## src/rtl/instr_fetch_pkg.sv

```systemverilog
// Shared types for the instruction fetch slice.
// pkg_cu carries the control-unit verdict encoding used on cu_op.
// pkg_fetch carries the fetch FSM states and the instruction width in bytes.

package pkg_cu;

  typedef enum logic [1:0] {
    CU_NOP  = 2'd0,
    CU_JMP  = 2'd1,
    CU_HALT = 2'd2
  } cu_op_e;

endpackage

package pkg_fetch;

  typedef enum logic [2:0] {
    ST_IDLE   = 3'd0,
    ST_REQ    = 3'd1,
    ST_WAIT   = 3'd2,
    ST_DONE   = 3'd3,
    ST_HALTED = 3'd4
  } fetch_state_e;

  localparam int INSTR_BYTES = 4;

endpackage

```

## src/rtl/instr_fetch.sv

```systemverilog
// Instruction fetch unit: reads a 32-bit big-endian instruction one byte
// at a time from a byte-wide RAM port, owns the program counter and applies
// the control-unit verdict (sequential, jump, halt) for the last fetch.

module instr_fetch
  import pkg_cu::*;
  import pkg_fetch::*;
#(
  parameter int                ADDR_W   = 16,
  parameter logic [ADDR_W-1:0] RESET_PC = '0
) (
  input  logic              clk,
  input  logic              rst,
  input  logic              fetch_start,
  input  logic              pc_update,
  input  cu_op_e            cu_op,
  input  logic [23:0]       jmp_offset,
  input  logic [7:0]        exit_code,
  output logic              ram_req,
  output logic [ADDR_W-1:0] ram_addr,
  input  logic              ram_ack,
  input  logic [7:0]        ram_rdata,
  output logic [31:0]       ir,
  output logic              ir_valid,
  output logic [ADDR_W-1:0] ir_pc,
  output logic [ADDR_W-1:0] pc,
  output logic              busy,
  output logic              halted,
  output logic [7:0]        halt_code
);

  fetch_state_e      r_state;
  logic [1:0]        r_k;
  logic [31:0]       r_ir;
  logic              r_ir_valid;
  logic [ADDR_W-1:0] r_ir_pc;
  logic [ADDR_W-1:0] r_pc;
  logic              r_ram_req;
  logic [ADDR_W-1:0] r_ram_addr;
  logic              r_busy;
  logic              r_halted;
  logic [7:0]        r_halt_code;

  logic [1:0]        w_next_k;
  logic              w_last_byte;
  logic [4:0]        w_lane_lsb;
  logic [ADDR_W+25:0] w_jmp_delta;

  // Byte k lands in ir[31-8k -: 8]; for a 2-bit k, (3-k) is simply ~k.
  assign w_next_k    = r_k + 2'd1;
  assign w_last_byte = (r_k == 2'(INSTR_BYTES - 1));
  assign w_lane_lsb  = {~r_k, 3'b000};

  // Word offset sign-extended and scaled to bytes, wide enough that the
  // final truncation to ADDR_W is the only place wrapping happens.
  assign w_jmp_delta = {{ADDR_W{jmp_offset[23]}}, jmp_offset, 2'b00};

  // Fetch FSM with all outputs registered. Completion work (ir_valid pulse,
  // pc advance) is done on the final-ack edge so the cycle that shows
  // ir_valid is already an IDLE cycle and can accept the next fetch_start.
  // ST_DONE is therefore never entered in normal operation and only serves
  // as a safe path back to IDLE.
  always_ff @(posedge clk or posedge rst) begin
    if (rst) begin
      r_state     <= ST_IDLE;
      r_k         <= 2'd0;
      r_ir        <= 32'd0;
      r_ir_valid  <= 1'b0;
      r_ir_pc     <= RESET_PC;
      r_pc        <= RESET_PC;
      r_ram_req   <= 1'b0;
      r_ram_addr  <= '0;
      r_busy      <= 1'b0;
      r_halted    <= 1'b0;
      r_halt_code <= 8'd0;
    end else begin
      r_ir_valid <= 1'b0;
      case (r_state)
        ST_IDLE: begin
          if (pc_update) begin
            case (cu_op)
              CU_JMP: begin
                r_pc <= ADDR_W'({26'd0, r_ir_pc} + w_jmp_delta);
              end
              CU_HALT: begin
                r_halt_code <= exit_code;
                r_halted    <= 1'b1;
                r_state     <= ST_HALTED;
              end
              default: begin
              end
            endcase
          end else if (fetch_start) begin
            r_ir_pc    <= r_pc;
            r_k        <= 2'd0;
            r_ram_req  <= 1'b1;
            r_ram_addr <= r_pc;
            r_busy     <= 1'b1;
            r_state    <= ST_REQ;
          end
        end
        ST_REQ: begin
          r_ram_req  <= 1'b0;
          r_ram_addr <= '0;
          r_state    <= ST_WAIT;
        end
        ST_WAIT: begin
          if (ram_ack) begin
            r_ir[w_lane_lsb +: 8] <= ram_rdata;
            if (w_last_byte) begin
              r_ir_valid <= 1'b1;
              r_pc       <= r_ir_pc + ADDR_W'(INSTR_BYTES);
              r_busy     <= 1'b0;
              r_state    <= ST_IDLE;
            end else begin
              r_k        <= w_next_k;
              r_ram_req  <= 1'b1;
              r_ram_addr <= r_ir_pc + ADDR_W'(w_next_k);
              r_state    <= ST_REQ;
            end
          end
        end
        ST_DONE: begin
          r_busy  <= 1'b0;
          r_state <= ST_IDLE;
        end
        ST_HALTED: begin
          r_state <= ST_HALTED;
        end
        default: begin
          r_busy  <= 1'b0;
          r_state <= ST_IDLE;
        end
      endcase
    end
  end

  assign ram_req   = r_ram_req;
  assign ram_addr  = r_ram_addr;
  assign ir        = r_ir;
  assign ir_valid  = r_ir_valid;
  assign ir_pc     = r_ir_pc;
  assign pc        = r_pc;
  assign busy      = r_busy;
  assign halted    = r_halted;
  assign halt_code = r_halt_code;

endmodule

```

## config.mk

```make
export PLATFORM = sky130hd
export DESIGN_NAME = instr_fetch
export DESIGN_NICKNAME = d
export VERILOG_FILES = /design/src/rtl/instr_fetch_pkg.sv /design/src/rtl/instr_fetch.sv
export SDC_FILE = /design/constraint.sdc
export NUM_CORES = 1
export LEC_CHECK = 0
export ABC_CLOCK_PERIOD_IN_PS = 3300
export CORE_MARGIN = 2
export CORE_UTILIZATION = 35
export CTS_BUF_LIST = sky130_fd_sc_hd__clkbuf_16
export DETAILED_ROUTE_END_ITERATION = 7
export HOLD_SLACK_MARGIN = 0.02
export PLACE_DENSITY_LB_ADDON = 0.25
export SLEW_MARGIN = 20
export SYNTH_ARGS = -nofsm -noshare
export SYNTH_HDL_FRONTEND = slang
export SYNTH_SLANG_ARGS = --single-unit
```

## constraint.sdc

```tcl
create_clock -name clk -period 3.3 [get_ports clk]
set_input_delay 0.66 -clock clk [delete_from_list [all_inputs] [get_ports clk]]
set_output_delay 0.66 -clock clk [all_outputs]
set_load 0.01 [all_outputs]
```

==> results of run 1 <==
-- sequential cells by signal, indices dropped and copies added, names as in the netlist --
signal	flops
halt_code	8
r_state	3
busy	1
ram_req	1
ir	32
ram_addr	16
ir_valid	1
halted	1
r_k	2
ir_pc	16
pc	16
-- layer usage --
layer	vias to the layer above	share of wire	track usage
li1	2162	-	-
met1	2174	0.46	0.250
met2	148	0.49	0.297
met3	8	0.051	0.0261
met4	0	0.0079	0.0498
met5	-	0	0
-- worst register-to-register path, delay by kind of cell (launching register included) --
kind                       cells  cell delay (ns)
DFF                            1             0.39
adders and majority gates      2             0.67
AOI/OAI and AO/OA              4             1.19
xor gates and xnor gates       1             0.20
and+or+nand+nor                1             0.07
-- power by group through the flow --
stage               Combinational, W  Clock [W]  Sequential, W
floorplan                    0.00161          0        0.00213
global placement             0.00289          0        0.00210
detailed placement           0.00295          0        0.00212
CTS                          0.00297    0.00112        0.00210
global route                 0.00326    0.00117        0.00217
finish                       0.00295    0.00109        0.00210
-- placed cells by master, fill, tap and decap left out, types with 13 or more instances in the layout --
cell,netlist,layout
sky130_fd_sc_hd__a21oi_1,33,33
sky130_fd_sc_hd__a22oi_1,17,17
sky130_fd_sc_hd__clkdlybuf4s50_1,0,128
sky130_fd_sc_hd__dfrtp_1,97,97
sky130_fd_sc_hd__ha_1,21,21
sky130_fd_sc_hd__mux2_2,26,26
sky130_fd_sc_hd__nand2_1,96,96
sky130_fd_sc_hd__nand3_1,13,13
sky130_fd_sc_hd__nor2_1,42,42
sky130_fd_sc_hd__o21ai_0,57,57
sky130_fd_sc_hd__xnor2_1,20,20
sky130_fd_sc_hd__xor2_1,13,13
-- area by class of cell --
| class | instances | area [µm²] | area share |
|---|---|---|---|
| Clock buffer | 9 | 225 | 0.0322 |
| Clock inverter | 7 | 82.6 | 0.0118 |
| Sequential cell | 97 | 2430 | 0.347 |
| Tap cell | 184 | 230 | 0.0329 |
| Multi-Input combinational cell | 414 | 2640 | 0.378 |
| Timing Repair Buffer | 135 | 1350 | 0.193 |
| Inverter | 8 | 32.5 | 0.00466 |
-- worst paths after layout --
check                                to  slack [ns]  cells after the start
max                              pc[12]        0.32                      9
min                              halted        0.48                      1
max reg2reg                      pc[12]        0.67                      8
min reg2reg                      halted        0.48                      1
max in group asynchronous  ram_addr[13]        2.12                      3
min in group asynchronous        ir[17]        0.80                      3
-- per-stage QoR --
step / utilization / area [µm²] / hold slack [ns] / std cells
after floorplan: - / 5240 / 0.512 / 550
after global placement: 0.458 / 6680 / 0.456 / 838
after detailed placement: 0.458 / 6680 / 0.467 / 838
after CTS: 0.479 / 6990 / 0.485 / 854
after global routing: 0.479 / 6990 / 0.501 / 854
final: 0.479 / 6990 / 0.478 / 854
-- cell families after synthesis --
| kind of cell | share of synthesized area |
|---|---|
| DFF | 0.464 |
| adders and majority gates | 0.0578 |
| buffers and inverters | 0.0337 |
| AOI/OAI and AO/OA | 0.153 |
| muxes | 0.0616 |
| xor gates and xnor gates | 0.0552 |
| and+or+nand+nor | 0.175 |
==> impl_metrics.yaml, run 1 <==
global_routing:
  number_of_global_route_vias_before_repair: 4450
  globalRouteOverflowTotal: 0
  total_routing_resource_utilization_after_global_routing: 0.180
  first_pass_grt_wire_length_um: 23200
  pin_count_of_the_biggest_net_entering_global_routing: 98
  initial_antenna_violation_count: 0
layout:
  nNetsFinal: 735
  final.fill_count: 1332
  area_growth_pct: 33.5
  drive_above_1_share: 0.0866
  antenna_cells_inserted: 0
die:
  core_um2: 14600
  floorplan.initialDensity: 0.359
  design.portCount: 139
  die_area_um2: 16000
  row_count: 44
  die_height_um: 126
  chipWidth_um: 126
setup_path:
  arrival_time_of_data_at_the_critical_path_endpoint_ns: 3.20
  timing.critical_path.cells: "clkdlybuf4s50_1 -> ha_1 -> fa_1 -> a211oi_1 -> o21ai_0 -> a41oi_1 -> xor2_1 -> nor3_1 -> a221o_1"
  crit_required_ns: 3.53
  crit_buf_inv: 1
  timing.critical_path.from: "jmp_offset[0]"
  path_class: "input port to flop"
  timing.critical_path.to_type: "flop"
  worstSetupStartpointType: "input port"
  cpPeakStageDelay_ns: 0.43
  crit_family: "compound AO/OA/AOI/OAI gates"
  worst_reg2reg_path_startpoint: "ir_pc[2]"
  timing.critical_path.slowest_stage_cell: "sky130_fd_sc_hd__fa_1"
  worstPathMaxFanout: 3
synth:
  synthTopCellsByCount: "sky130_fd_sc_hd__dfrtp_1, sky130_fd_sc_hd__nand2_1, sky130_fd_sc_hd__o21ai_0, sky130_fd_sc_hd__nor2_1, sky130_fd_sc_hd__a21oi_1"
  syn_inst: 550
  synth.top_cells.by_area: "sky130_fd_sc_hd__dfrtp_1, sky130_fd_sc_hd__nand2_1, sky130_fd_sc_hd__mux2_2"
  synth_cell_types: 52
  asyncSetResetFlopFracSynth: 1.00
  synth_seq_area_share: 0.464
  synthesis.area_um2: 5240
  mean_instance_size_in_the_synthesized_netlist_um2: 9.52
  synth_enable_flop_cells: 0
  dominantRegCellSynth: "sky130_fd_sc_hd__dfrtp_1"
  postSynthRegisterBits: 97
  warnings_synthesis: 0
  yosysTopAreaCellShare: 0.464
  synthesis.nets: 620
  synth_area_leader_cell: "sky130_fd_sc_hd__dfrtp_1"
  yosysMostFrequentCell: "sky130_fd_sc_hd__dfrtp_1"
sta:
  post_route_minimum_period_ns: 2.98
  max_freq_mhz: 336
  timing.max_slew.rel_slack: 0.450
  final.period_utilization: 0.902
  grt_setup_unrepaired: "false"
  final-max-slew-violation-count: 0
  final.setup.worst_slack_ns: 0.325
  fin_tns_setup_ns: 0
  clock_skew_ns: 0.0109
  final_hold_viol_count: 0
  setup_viol: 0
  slew_at_the_pin_closest_to_its_max_slew_limit_ns: 0.818
placed_design:
  hpwlAfterDp_um: 10200
  port-buffer-count: 128
  pre_cts_slack_ns: 0.0582
  final_replace_weighted_congestion: 0.853
routing:
  detailedRoute.firstPassIterationCount: 5
  vias: 4492
  route.detailed.vias_per_inst: 5.26
  postRouteWirelength_um: 14100
  detail_route.drc_violations: 0
  route.antenna.remaining_nets: 0
  post_drt_wl_per_cell_um: 16.5
  detailedRoute.firstIterationViolations: 429
pwr:
  p_clk_frac: 0.178
  p_leak_nw: 2.90
  irDropWorstVdd_uv: 324
  power_frac_seq: 0.342
  power.density_cell_area_nw_per_um2: 879
  power_frac_comb: 0.481
  intPower_w: 0.00370
  totalPowerFinal_w: 0.00614
  p_sw_frac: 0.398
  total_switching_power_w: 0.00244
min_path:
  min_path_type: "flop to flop"
  hold_start: "halted"
clock_tree:
  tritoncts_clock_tree: "yes"
  post_cts_repair_setup_buffers: 0
  cts_inserted_buffers: 9
  cts.reportedPaths.clkPinSlew_ns: 0.07
  clkSinkCount: 97
  cts.path.max_buffers: 2
  cts_root_buf: "sky130_fd_sc_hd__clkbuf_16"
  cts_hold_buf: 0
  h-tree-depth: 3
  worst_skew_pair.late_latency_ns: 0.34
  postCtsResizedCells: 0
run:
  maxCapViolations: 0
run_status:
  outcome: "finished clean"
Power figures use the tool's default switching activity.
==> run 2: changes to the inputs <==
CAP_MARGIN = 20   (was unset)
==> results of run 2 <==
No change in the layout: final DEF, timing and power equal those of run 1.
==> run 3: changes to the inputs <==
ABC_CLOCK_PERIOD_IN_PS = 2460   (was 3300)
clock period = 2.46 ns   (was 3.3 ns; I/O delays follow)
==> run 3 against run 2 <==
Net effect:
- core utilization is 2.7 points higher
- hold slack got worse by 0.012 ns
- cell count increased by 5.6%
- register-to-register slack worse by 0.49 ns
- setup slack got worse by 0.21 ns
- critical path depth did not move
- cell area up 5.6%
- highest routed layer unchanged
==> impl_metrics.yaml, run 3 (synthesis results as in run 1) <==
run_status:
  outcome: "finished clean"
min_path:
  timing.hold.worst_path_depth: 1
  hold_start: "halted"
  min_path_type: "flop to flop"
  worst_hold_path.endpoint: "halted"
layout:
  area_growth_pct: 40.9
  final_cell_mix: "sky130_fd_sc_hd__clkdlybuf4s50_1, sky130_fd_sc_hd__dfrtp_1, sky130_fd_sc_hd__nand2_1"
  drive_above_1_share: 0.152
  antenna_cells_inserted: 0
  largest_reg_flops: 32
  layout_commonest_cell: "sky130_fd_sc_hd__clkdlybuf4s50_1"
  nNetsFinal: 783
  final.fill_count: 1370
placed_design:
  port-buffer-count: 128
  pre_cts_slack_ns: -0.535
  hpwlAfterDp_um: 10800
  final_replace_weighted_congestion: 0.787
setup_path:
  worstPathMaxFanout: 3
  worst_reg2reg_path_startpoint: "r_k[1]"
  worstSetupStartpointType: "input port"
  r2r_setup_slack_ns: 0.18
  timing.critical_path.slowest_stage_cell: "sky130_fd_sc_hd__clkdlybuf4s50_1"
  cpPeakStageDelay_ns: 0.41
  timing.critical_path.cells: "clkdlybuf4s50_1 -> ha_1 -> fa_2 -> a211oi_2 -> o21ai_1 -> a41oi_2 -> xor2_1 -> nor3_1 -> a221o_1"
  timing.critical_path.to_type: "flop"
  crit_family: "compound AO/OA/AOI/OAI gates"
  crit_buf_inv: 1
  worst_reg2reg_path_depth: 9
  path_class: "input port to flop"
  crit_required_ns: 2.70
  arrival_time_of_data_at_the_critical_path_endpoint_ns: 2.59
  reg2reg_to: "ram_addr[13]"
routing:
  detailedRoute.firstIterationViolations: 353
  detail_route.drc_violations: 0
  vias: 4650
  post_drt_wl_per_cell_um: 16.1
  detailedRoute.firstPassIterationCount: 5
  route.detailed.vias_per_inst: 5.16
  route.antenna.remaining_nets: 0
  postRouteWirelength_um: 14500
global_routing:
  globalRouteOverflowTotal: 0
  number_of_global_route_vias_before_repair: 4540
  first_pass_grt_wire_length_um: 23400
  pin_count_of_the_biggest_net_entering_global_routing: 98
  total_routing_resource_utilization_after_global_routing: 0.182
  initial_antenna_violation_count: 0
die:
  die_area_um2: 16000
  die_height_um: 126
  row_count: 44
  design.portCount: 139
  chipWidth_um: 126
  core_um2: 14600
  floorplan.initialDensity: 0.359
clock_tree:
  worst_skew_pair.late_latency_ns: 0.36
  cts_inserted_buffers: 9
  clkSinkCount: 97
  cts.reportedPaths.clkPinSlew_ns: 0.07
  cts.path.max_buffers: 2
  cts_hold_buf: 0
  tritoncts_clock_tree: "yes"
  cts_root_buf: "sky130_fd_sc_hd__clkbuf_16"
  h-tree-depth: 3
sta:
  final.period_utilization: 0.955
  clock_skew_ns: 0.00946
  post_route_minimum_period_ns: 2.35
  grt_setup_unrepaired: "false"
  max_freq_mhz: 426
  final-max-slew-violation-count: 0
  timing.max_slew.rel_slack: 0.617
  setup_viol: 0
  final_hold_viol_count: 0
  fin_tns_setup_ns: 0
  slew_at_the_pin_closest_to_its_max_slew_limit_ns: 0.573
  final.setup.worst_slack_ns: 0.110
pwr:
  irDropWorstVdd_uv: 523
  p_leak_nw: 3.13
  power.density_cell_area_nw_per_um2: 1180
  totalPowerFinal_w: 0.00871
run:
  maxCapViolations: 0
## run 3: cell types whose count changed in the layout (fill, tap and decap cells not counted), sizes merged
cell and change:
buf +48, clkinv -1, clkinvlp +1
## run 3: stage by stage
step / hold WS (ns) / area [µm²] / util / std cells
6_report: 0.465 / 7380 / 0.506 / 902
5_1_grt: 0.506 / 7380 / 0.506 / 902
4_1_cts: 0.473 / 7360 / 0.504 / 901
3_5_place_dp: 0.457 / 7050 / 0.483 / 885
3_3_place_gp: 0.455 / 7050 / 0.483 / 885
2_1_floorplan: 0.512 / 5240 / - / 550
## run 3: how the worst max path moves through the flow
| stage | startpoint | endpoint | cells past startpoint |
|---|---|---|---|
| 2_1_floorplan | ir_pc[2] | pc[12] | 8 |
| 3_3_place_gp | jmp_offset[0] | pc[12] | 9 |
| 3_5_place_dp | jmp_offset[0] | pc[12] | 9 |
| 4_1_cts | jmp_offset[0] | pc[12] | 9 |
| 5_1_grt | jmp_offset[0] | pc[12] | 9 |
| 6_report | jmp_offset[0] | pc[12] | 9 |
## run 3: worst register-to-register path, delay by kind of cell, from the launching register on
kind                       cells  cell delay, ns
AOI/OAI and AO/OA              3            0.51
xor gates and xnor gates       1            0.16
adders and majority gates      2            0.65
buffers and inverters          1            0.08
DFF                            1            0.42
and+or+nand+nor                2            0.36
## run 3: repair_timing
item | 4_1_cts | 5_1_grt
resized for setup | 2 | 5
pin swaps | 1 | 4
buffers inserted | 0 | 1
setup endpoints to repair | 1 | 4
## run 3: routing by layer
metal  track usage  wire length [µm]
met2         0.290              6790
met5             0                 0
met3        0.0283               717
met1         0.252              6780
met4        0.0698               249
## run 3: report_power, final
part / internal (W) / switching [W]
logic: 0.00237 / 0.00223
clock network: 0.000801 / 0.000674
registers: 0.00216 / 0.000471
## run 3: area by class of cell
cell class,instances,area (µm²),area share
Clock buffer,9,225,0.0305
Clock inverter,7,76.3,0.0103
Inverter,8,33.8,0.00458
Multi-Input combinational cell,414,2670,0.361
Sequential cell,97,2430,0.329
Tap cell,184,230,0.0312
Timing Repair Buffer,183,1720,0.233
